`src/rtl/cam_pkg.sv`:
```
// Shared camera-path definitions: frame geometry defaults, bus widths,
// background-controller state encoding and the write-port payload.
package cam_pkg;

    localparam int unsigned FRAME_WIDTH_DEF  = 320;
    localparam int unsigned FRAME_HEIGHT_DEF = 240;
    localparam int unsigned ADDR_W           = 17;
    localparam int unsigned PIX_W            = 16;

    typedef enum logic [1:0] {
        ST_IDLE    = 2'd0,
        ST_ARMED   = 2'd1,
        ST_BG_LOAD = 2'd2
    } bg_state_e;

    // One frame-buffer write beat
    typedef struct packed {
        logic              wren;
        logic [ADDR_W-1:0] addr;
        logic [PIX_W-1:0]  data;
    } wr_beat_t;

endpackage

```
`src/rtl/bg_frame_ctrl_if.sv`:
```
// Camera pixel stream in, live/background buffer write ports and status out.
// master: camera/host side (drives stream and capture request)
// slave : bg_frame_ctrl (drives buffer write ports and status)
interface bg_frame_ctrl_if;
    import cam_pkg::*;

    logic              vsync;
    logic              pix_valid;
    logic [PIX_W-1:0]  pix_data;
    logic              bg_capture_req;

    logic              fg_wren;
    logic [ADDR_W-1:0] fg_wraddress;
    logic [PIX_W-1:0]  fg_wrdata;

    logic              bg_wren;
    logic [ADDR_W-1:0] bg_wraddress;
    logic [PIX_W-1:0]  bg_wrdata;

    logic              bg_valid;
    logic              busy;
    logic              short_frame;

    modport master (
        output vsync, pix_valid, pix_data, bg_capture_req,
        input  fg_wren, fg_wraddress, fg_wrdata,
        input  bg_wren, bg_wraddress, bg_wrdata,
        input  bg_valid, busy, short_frame
    );

    modport slave (
        input  vsync, pix_valid, pix_data, bg_capture_req,
        output fg_wren, fg_wraddress, fg_wrdata,
        output bg_wren, bg_wraddress, bg_wrdata,
        output bg_valid, busy, short_frame
    );

endinterface

```
`src/rtl/vsync_edge_det.sv`:
```
// Rising-edge detector for vsync.
// Ports: clk, rst (async, active-high), i_vsync, o_rise_c (combinational pulse).
// The history register resets high so a vsync already high at reset release
// is not mistaken for a frame start.
module vsync_edge_det (
    input  logic clk,
    input  logic rst,
    input  logic i_vsync,
    output logic o_rise_c
);

    logic r_vsync_q;

    always_ff @(posedge clk or posedge rst) begin
        if (rst) r_vsync_q <= 1'b1;
        else     r_vsync_q <= i_vsync;
    end

    assign o_rise_c = i_vsync & ~r_vsync_q;

endmodule

```
`src/rtl/bg_frame_ctrl.sv`:
```
// Writes every camera frame into the live buffer and, on request, snapshots
// the next complete frame into the background buffer.
// Ports: clk_25MHz, rst (async, active-high), bus (bg_frame_ctrl_if.slave):
//   stream in (vsync, pix_valid, pix_data, bg_capture_req),
//   fg_*/bg_* buffer write ports, bg_valid, busy, short_frame.
module bg_frame_ctrl
    import cam_pkg::*;
#(
    parameter int unsigned FRAME_WIDTH  = FRAME_WIDTH_DEF,
    parameter int unsigned FRAME_HEIGHT = FRAME_HEIGHT_DEF
) (
    input  logic            clk_25MHz,
    input  logic            rst,
    bg_frame_ctrl_if.slave  bus
);

    localparam int unsigned       FRAME_PIXELS = FRAME_WIDTH * FRAME_HEIGHT;
    localparam logic [ADDR_W:0]   PIX_LIMIT    = (ADDR_W+1)'(FRAME_PIXELS);
    localparam logic [ADDR_W-1:0] LAST_ADDR    = ADDR_W'(FRAME_PIXELS - 1);

    bg_state_e         r_state, w_state_nxt;
    logic              w_rise;
    logic [ADDR_W-1:0] r_addr, w_addr;
    logic              w_accept, w_bg_wr, w_abort, w_load_start;
    wr_beat_t          r_fg, r_bg;
    logic              r_bg_valid, r_busy, r_short;

    vsync_edge_det u_vsync_edge (
        .clk      (clk_25MHz),
        .rst      (rst),
        .i_vsync  (bus.vsync),
        .o_rise_c (w_rise)
    );

    // A pixel arriving with the vsync rise belongs to the new frame (address 0)
    assign w_addr   = w_rise ? '0 : r_addr;
    assign w_accept = bus.pix_valid && ({1'b0, w_addr} < PIX_LIMIT);

    // State register
    always_ff @(posedge clk_25MHz or posedge rst) begin
        if (rst) r_state <= ST_IDLE;
        else     r_state <= w_state_nxt;
    end

    // Next-state and capture decisions
    always_comb begin
        w_state_nxt  = r_state;
        w_bg_wr      = 1'b0;
        w_abort      = 1'b0;
        w_load_start = 1'b0;
        case (r_state)
            ST_IDLE: begin
                if (bus.bg_capture_req) w_state_nxt = ST_ARMED;
            end
            ST_ARMED: begin
                if (w_rise) begin
                    w_state_nxt  = ST_BG_LOAD;
                    w_load_start = 1'b1;
                    w_bg_wr      = w_accept;
                end
            end
            ST_BG_LOAD: begin
                // Early vsync: the frame is short, re-arm for the one after
                if (w_rise) begin
                    w_state_nxt = ST_ARMED;
                    w_abort     = 1'b1;
                end else begin
                    w_bg_wr = w_accept;
                end
            end
            default: w_state_nxt = ST_IDLE;
        endcase
        if (w_bg_wr && (w_addr == LAST_ADDR)) w_state_nxt = ST_IDLE;
    end

    // Address counter, write ports and status flags
    always_ff @(posedge clk_25MHz or posedge rst) begin
        if (rst) begin
            r_addr     <= '0;
            r_fg       <= '0;
            r_bg       <= '0;
            r_bg_valid <= 1'b0;
            r_busy     <= 1'b0;
            r_short    <= 1'b0;
        end else begin
            // Saturates at FRAME_PIXELS; extra beats are dropped until vsync
            r_addr  <= w_accept ? w_addr + 1'b1 : w_addr;
            r_fg.wren <= w_accept;
            if (w_accept) begin
                r_fg.addr <= w_addr;
                r_fg.data <= bus.pix_data;
            end
            r_bg.wren <= w_bg_wr;
            if (w_bg_wr) begin
                r_bg.addr <= w_addr;
                r_bg.data <= bus.pix_data;
            end
            r_short <= w_abort;
            r_busy  <= (w_state_nxt != ST_IDLE);
            // Valid follows the last background write by one cycle
            if (w_load_start || w_abort)
                r_bg_valid <= 1'b0;
            else if (r_bg.wren && (r_bg.addr == LAST_ADDR))
                r_bg_valid <= 1'b1;
        end
    end

    assign bus.fg_wren      = r_fg.wren;
    assign bus.fg_wraddress = r_fg.addr;
    assign bus.fg_wrdata    = r_fg.data;
    assign bus.bg_wren      = r_bg.wren;
    assign bus.bg_wraddress = r_bg.addr;
    assign bus.bg_wrdata    = r_bg.data;
    assign bus.bg_valid     = r_bg_valid;
    assign bus.busy         = r_busy;
    assign bus.short_frame  = r_short;

endmodule

```
`src/flat_wrapper.sv`:
```
// flat-port wrapper written by rule: the top's interface ports become plain ports
module bg_frame_ctrl_flat import cam_pkg::*;
#(
    parameter int unsigned FRAME_WIDTH  = FRAME_WIDTH_DEF,
    parameter int unsigned FRAME_HEIGHT = FRAME_HEIGHT_DEF
)
  (clk_25MHz, rst, bus_vsync, bus_pix_valid, bus_pix_data, bus_bg_capture_req, bus_fg_wren, bus_fg_wraddress, bus_fg_wrdata, bus_bg_wren, bus_bg_wraddress, bus_bg_wrdata, bus_bg_valid, bus_busy, bus_short_frame);
  bg_frame_ctrl_if bus_i ();
  input  logic clk_25MHz;
  input  logic rst;
  input wire logic [$bits(bus_i.vsync)-1:0] bus_vsync;
  input wire logic [$bits(bus_i.pix_valid)-1:0] bus_pix_valid;
  input wire logic [$bits(bus_i.pix_data)-1:0] bus_pix_data;
  input wire logic [$bits(bus_i.bg_capture_req)-1:0] bus_bg_capture_req;
  output wire logic [$bits(bus_i.fg_wren)-1:0] bus_fg_wren;
  output wire logic [$bits(bus_i.fg_wraddress)-1:0] bus_fg_wraddress;
  output wire logic [$bits(bus_i.fg_wrdata)-1:0] bus_fg_wrdata;
  output wire logic [$bits(bus_i.bg_wren)-1:0] bus_bg_wren;
  output wire logic [$bits(bus_i.bg_wraddress)-1:0] bus_bg_wraddress;
  output wire logic [$bits(bus_i.bg_wrdata)-1:0] bus_bg_wrdata;
  output wire logic [$bits(bus_i.bg_valid)-1:0] bus_bg_valid;
  output wire logic [$bits(bus_i.busy)-1:0] bus_busy;
  output wire logic [$bits(bus_i.short_frame)-1:0] bus_short_frame;
  assign bus_i.vsync = bus_vsync;
  assign bus_i.pix_valid = bus_pix_valid;
  assign bus_i.pix_data = bus_pix_data;
  assign bus_i.bg_capture_req = bus_bg_capture_req;
  assign bus_fg_wren = bus_i.fg_wren;
  assign bus_fg_wraddress = bus_i.fg_wraddress;
  assign bus_fg_wrdata = bus_i.fg_wrdata;
  assign bus_bg_wren = bus_i.bg_wren;
  assign bus_bg_wraddress = bus_i.bg_wraddress;
  assign bus_bg_wrdata = bus_i.bg_wrdata;
  assign bus_bg_valid = bus_i.bg_valid;
  assign bus_busy = bus_i.busy;
  assign bus_short_frame = bus_i.short_frame;
  bg_frame_ctrl #(.FRAME_WIDTH(FRAME_WIDTH), .FRAME_HEIGHT(FRAME_HEIGHT)) u_core (.clk_25MHz(clk_25MHz), .rst(rst), .bus(bus_i));
endmodule
```
`config.mk`:
```
export PLATFORM = sky130hd
export DESIGN_NAME = bg_frame_ctrl_flat
export DESIGN_NICKNAME = d
export VERILOG_FILES = /design/src/rtl/cam_pkg.sv /design/src/rtl/bg_frame_ctrl_if.sv /design/src/rtl/vsync_edge_det.sv /design/src/rtl/bg_frame_ctrl.sv /design/src/flat_wrapper.sv
export SDC_FILE = /design/constraint.sdc
export NUM_CORES = 1
export LEC_CHECK = 0
export ABC_CLOCK_PERIOD_IN_PS = 5600
export BUFFER_PORTS_ARGS = -buffer_cell sky130_fd_sc_hd__buf_2
export CAP_MARGIN = 0
export CORE_MARGIN = 3
export CORE_UTILIZATION = 55
export CTS_CLUSTER_SIZE = 28
export DETAILED_ROUTE_END_ITERATION = 12
export PLACE_DENSITY = 0.9
export SYNTH_ARGS = -nofsm -noshare
export SYNTH_HDL_FRONTEND = slang
export SYNTH_SLANG_ARGS = --single-unit
```
`constraint.sdc`:
```
create_clock -name clk_25MHz -period 5.6 [get_ports clk_25MHz]
set_input_delay 0.56 -clock clk_25MHz [delete_from_list [all_inputs] [get_ports clk_25MHz]]
set_output_delay 0.56 -clock clk_25MHz [all_outputs]
set_load 0.02 [all_outputs]
```
==> metrics.yaml, run 1 <==
status: "complete, no violations"
crit_buf_inv: 1
synth_warnings: 0
fin_nets: 475
start_kind: "register"
gr-total-overflow: 0
r2r_end: "u_core.r_addr[9]"
synth_edf_count: 0
grt_pass1_wl_mm: 14.2
fin_setup_tns_ns: 0
wl_per_cell_um: 15.2
reg2reg_depth: 6
synthCells: 365
postCtsHoldBufs: 0
track_usage_pct: 21.5
io_pins: 92
drtPass1Iterations: 4
htreeDepth: 3
end_kind: "register"
grt_max_degree: 92
via_count: 2885
hold_slack_ns: 0.324
ctsResizeCount: 0
rows: 29
holdCritPathClass: "in2reg"
die_x_um: 89.7
routed_wl_mm: 8.31
period_needed_ns: 3.00
irDropWorstVdd_mv: 0.217
synthMuxAreaShare_pct: 5.23
clk_pin_slew_worst_paths_ns: 0.09
synthArstFlopShare_pct: 100
setup_ws_ns: 2.60
final_layout_size_suffix_gt1_share_pct: 28.9
hold_viol_final: 0
post-route-drc-count: 0
rr_startpoint: "u_core.u_vsync_edge.r_vsync_q"
worstHoldEndpoint: "u_core.u_vsync_edge.r_vsync_q"
core_sq_um: 6570
dp_slack_ns: 2.54
synth.avg_cell_area_sq_um: 10.6
synth_top_area_cell: "dfrtp_1"
synth_top_flop_cell: "dfrtp_1"
grt_pass1_vias: 2883
ys_seq_area_share_pct: 59.1
synth_xor_area_share_pct: 2.50
syn-num-nets: 391
postCtsSetupRepairBufs: 0
synth-simple-area-share_pct: 19.9
path_cells: "nand2b_1 > nand4_2 > nand2_4 > inv_2 > nand4_1 > mux2i_1"
tritoncts: "done"
synth_top_family_by_area: "simple AND/OR/NAND/NOR gates"
gp_congestion: 0.818
reg2reg_slack_ns: 2.60
areaGrowthSynthToFinish_pct: 17.9
cp_slowest_stage_delay_ns: 0.66
synth-seq-cells: 91
relSlewSlack_pct: 28.0
setup_viol: 0
clockBufferDepth: 2
synth_adder_area_share_pct: 1.62
numPortBuffers: 91
whs_path_depth: 1
hpwl_mm: 5.91
cp.arrival_ns: 3.28
antenna_found_initial: 0
clock_latency_ns: 0.36
clock-sinks: 91
drt-vias-per-instance: 5.27
ys_top_cells_by_area: "dfrtp_1 58%, nand2_1 10%, o21ai_0 5.1%"
die_area_sq_um: 8050
power_density_nw_per_um2: 393
required_ns: 5.88
utilization_pct: 69.2
start_util_pct: 58.7
worst_pin_slew_ns: 1.08
clock_skew_ns: 0.0112
synth.top_cell.area_share_pct: 58.4
synth_cell_type_count: 47
p_leak_nw: 2.34
synth-compound-area-share_pct: 7.63
cts_made_buffers: 9
crit_slowest_cell: "nand2b_1"
antenna_cells: 0
antenna_left: 0
netlist_area_sq_um: 3850
worst-path-max-fanout: 57
root_buffer: "clkbuf_8"
drv_cap: 0
period_share_pct: 53.6
dr.first_iter.drc_count: 253
hp-start: "bus_vsync"
timing.fmax_mhz: 333
crit_type: "reg2reg"
rsz0062_at_grt: "no"
die_h_um: 89.7
slew_viol_final: 0
critPathTopFamily: "simple AND/OR/NAND/NOR gates"
## sequential cells by signal, summed over array words and instances, names as in the netlist
name                           cells
u_core.bus.bg_wren                 1
u_core.r_state                     2
u_core.bus.bg_wrdata              16
u_core.bus.fg_wraddress           17
u_core.bus.bg_wraddress           17
u_core.bus.short_frame             1
u_core.u_vsync_edge.r_vsync_q      1
u_core.bus.busy                    1
u_core.bus.fg_wren                 1
u_core.bus.bg_valid                1
u_core.bus.fg_wrdata              16
u_core.r_addr                     17
## placed cells by master (no fill, tap or decap), types with 2 or more instances in the layout
cell       instances
a21oi_1            4
and3_1             5
buf_2             91
bufinv_16          2
clkbuf_1           2
clkbuf_8          11
dfrtp_1           90
ha_1               5
inv_1              7
mux2_1             3
mux2_2            14
nand2_1          105
nand3_1            8
nand4_1            8
nor2_1            11
nor3_1             3
o211a_1            2
o21ai_0           39
o21ai_1            2
or4_1              3
xnor2_1            3
xor2_1             8
## where the power goes
| group | internal (W) | total (W) | switching, W |
|---|---|---|---|
| logic | 0.000173 | 0.000458 | 0.000286 |
| registers | 0.000763 | 0.000828 | 0.0000643 |
| clock network | 0.000278 | 0.000501 | 0.000223 |
## metal layers
metal	global-route usage, %	part of all wire [%]	up-vias
li1	-	-	1401
met1	29.1	44	1384
met2	34.4	48	87
met3	5.84	6.6	13
met4	6.51	1.4	0
met5	0	0	-
## metrics by stage
step | power [W] | cells | cell area (sq um)
6_report | 0.00179 | 547 | 4540
2_1_floorplan | 0.00115 | 365 | 3850
4_1_cts | 0.00179 | 547 | 4540
3_3_place_gp | 0.00128 | 531 | 4320
5_1_grt | 0.00188 | 547 | 4540
3_5_place_dp | 0.00130 | 531 | 4320
## cell type report
type | instances | area, sq um
Fill cell | 479 | 2020
Multi-Input combinational cell | 246 | 1420
Sequential cell | 91 | 2280
Clock inverter | 3 | 68.8
Inverter | 9 | 35.0
Clock buffer | 13 | 159
Tap cell | 93 | 116
Timing Repair Buffer | 92 | 463
## cell usage after synthesis (all sizes together), types with 2 or more instances
cell / instances
nor2b: 2
nor3b: 2
and3: 5
or4: 3
nand3: 8
mux2: 17
nor3: 4
inv: 9
o21ai: 41
a21oi: 4
xnor2: 3
dfrtp: 90
nand4: 10
xor2: 8
clkbuf: 4
nor2: 11
ha: 5
buf: 15
nand2: 106
o211a: 2
## worst max path at each step
stage / from / to / slack, ns / cells past startpoint
floorplan: rst / u_core.bus.bg_valid / 2.68 / 1
global placement: bus_vsync / u_core.r_addr[9] / 2.68 / 7
detailed placement: bus_vsync / u_core.r_addr[9] / 2.54 / 7
CTS: u_core.u_vsync_edge.r_vsync_q / u_core.r_addr[9] / 2.62 / 6
global route: u_core.u_vsync_edge.r_vsync_q / u_core.r_addr[9] / 2.27 / 6
finish: u_core.u_vsync_edge.r_vsync_q / u_core.r_addr[9] / 2.60 / 6
## logic make-up after synthesis
family	after synthesis
compound gates	53
fa+ha+maj	5
flops	91
mux	18
buf+inv	28
simple gates	159
xor+xnor	11
Power figures use the tool's default switching activity.
==> run 2, diff against run 1 <==
- ABC_CLOCK_PERIOD_IN_PS: 5600 -> 2600
- CORE_UTILIZATION: 55 -> 48
- PLACE_DENSITY: 0.9 -> 0.84
- clock period: 5.6 -> 2.6 ns (I/O delays scaled with it)
==> run 2 against run 1 <==
Non-clock buffer count is 8 higher. Largest cell class unchanged. Clock power up 110%. Critical path type unchanged. Worst hold slack worse by 0.29 ns. Routed wire length grew 4.0%. Cell area up 1.7%.
==> metrics.yaml, run 2 (same netlist as run 1, synthesis figures left out) <==
status: "complete, no violations"
crit_slowest_cell: "dfstp_2"
setup_viol: 0
post-route-drc-count: 0
start_util_pct: 49.6
holdCritPathClass: "in2reg"
startpoint: "u_core.u_vsync_edge.r_vsync_q"
core_sq_um: 7770
gp_congestion: 0.850
fin_setup_tns_ns: 0
p_leak_nw: 2.36
cp_slowest_stage_delay_ns: 0.55
routed_wl_mm: 8.64
drt-vias-per-instance: 5.36
layout_commonest_cell: "nand2_1"
antenna_found_initial: 0
rsz0062_at_grt: "no"
slew_viol_final: 0
via_count: 3024
clock_latency_ns: 0.36
hp-start: "bus_vsync"
most-common-layout-cells: "105 x nand2_1, 91 x buf_2, 90 x dfrtp_1"
grt_pass1_vias: 2967
hold_slack_ns: 0.0300
end_kind: "register"
drtPass1Iterations: 5
setup_ws_ns: 0.271
critPathTopFamily: "simple AND/OR/NAND/NOR gates"
numPortBuffers: 91
die_x_um: 95.6
clk_pin_slew_worst_paths_ns: 0.09
drv_cap: 0
fin_nets: 483
rows: 32
power_density_nw_per_um2: 832
wl_per_cell_um: 15.3
path_cells: "nand2b_1 > nand2_1 > inv_1 > ha_1 > and4_1 > nand3_1 > or4_1 > a21oi_1"
fillers: 675
antenna_cells: 0
worst_pin_slew_ns: 0.655
cp.arrival_ns: 2.61
gr-total-overflow: 0
antenna_left: 0
final_layout_size_suffix_gt1_share_pct: 30.1
relSlewSlack_pct: 56.3
hold_viol_final: 0
clock-sinks: 91
htreeDepth: 3
hpwl_mm: 6.20
root_buffer: "clkbuf_8"
grt_pass1_wl_mm: 14.3
rr_startpoint: "u_core.u_vsync_edge.r_vsync_q"
io_pins: 92
clock_skew_ns: 0.0141
cts_made_buffers: 9
period_share_pct: 89.6
die_h_um: 95.6
clockBufferDepth: 2
tritoncts: "done"
crit_type: "reg2reg"
die_area_sq_um: 9140
dp_slack_ns: 0.321
timing.fmax_mhz: 429
start_kind: "register"
areaGrowthSynthToFinish_pct: 19.9
worst-path-max-fanout: 5
grt_max_degree: 64
period_needed_ns: 2.33
required_ns: 2.88
irDropWorstVdd_mv: 0.535
crit_buf_inv: 1
dr.first_iter.drc_count: 172
track_usage_pct: 20.4
==> run 2: worst reg2reg max path, cell delays in order (launching register included) <==
cell	delay, ns
dfstp_2	0.55
nand2b_1	0.24
nand2_1	0.13
inv_1	0.12
ha_1	0.18
and4_1	0.25
nand3_1	0.19
or4_1	0.44
a21oi_1	0.16
==> run 2: layout make-up <==
cell class                      instances  area (sq um)  area share (%)
Clock buffer                           10           128            2.76
Clock inverter                          6          88.8            1.92
Inverter                                9          37.5           0.812
Multi-Input combinational cell        246          1420            30.8
Timing Repair Buffer                  100           538            11.6
Sequential cell                        91          2280            49.3
Tap cell                              102           128            2.76
==> run 2: timing repair <==
item,in CTS,in global routing
buffers inserted,0,0
hold buffers,1,0
endpoints found under the setup margin,0,0
resized for setup,0,0
hold endpoints to repair,19,0
==> run 2: per-layer routing <==
layer  wire length, um  global-route usage (%)
met4               239                    10.8
met1              3720                    26.2
met5                 0                       0
met2              4080                    32.5
met3               606                    4.18
==> run 2: worst paths after layout <==
path                                                 end  slack [ns]  depth (start not counted)
setup / recovery                       u_core.r_addr[12]        0.27                          8
max in group asynchronous  u_core.u_vsync_edge.r_vsync_q        1.30                          4
hold / removal             u_core.u_vsync_edge.r_vsync_q        0.03                          1
min in group asynchronous        u_core.bus.bg_wrdata[3]        0.53                          3
hold reg to reg                  u_core.bus.fg_wrdata[1]        0.48                          2
setup reg to reg                       u_core.r_addr[12]        0.27                          8
==> run 2: metrics by stage <==
| stage | utilization (%) | cell area (sq um) | instances | power, W |
|---|---|---|---|---|
| finish | 59.5 | 4620 | 564 | 0.00384 |
| floorplan | - | 3860 | 365 | 0.00248 |
| detailed placement | 56.6 | 4390 | 547 | 0.00283 |
| global route | 59.5 | 4620 | 564 | 0.00405 |
| global placement | 56.6 | 4390 | 547 | 0.00278 |
| CTS | 59.5 | 4620 | 564 | 0.00388 |
==> run 2: power breakdown <==
part	leakage [nW]	internal [W]	switching, W
Combinational	1.06	0.000388	0.000628
Clock	0.103	0.000544	0.000500
Sequential	1.19	0.00164	0.000142
Total	2.36	0.00258	0.00127
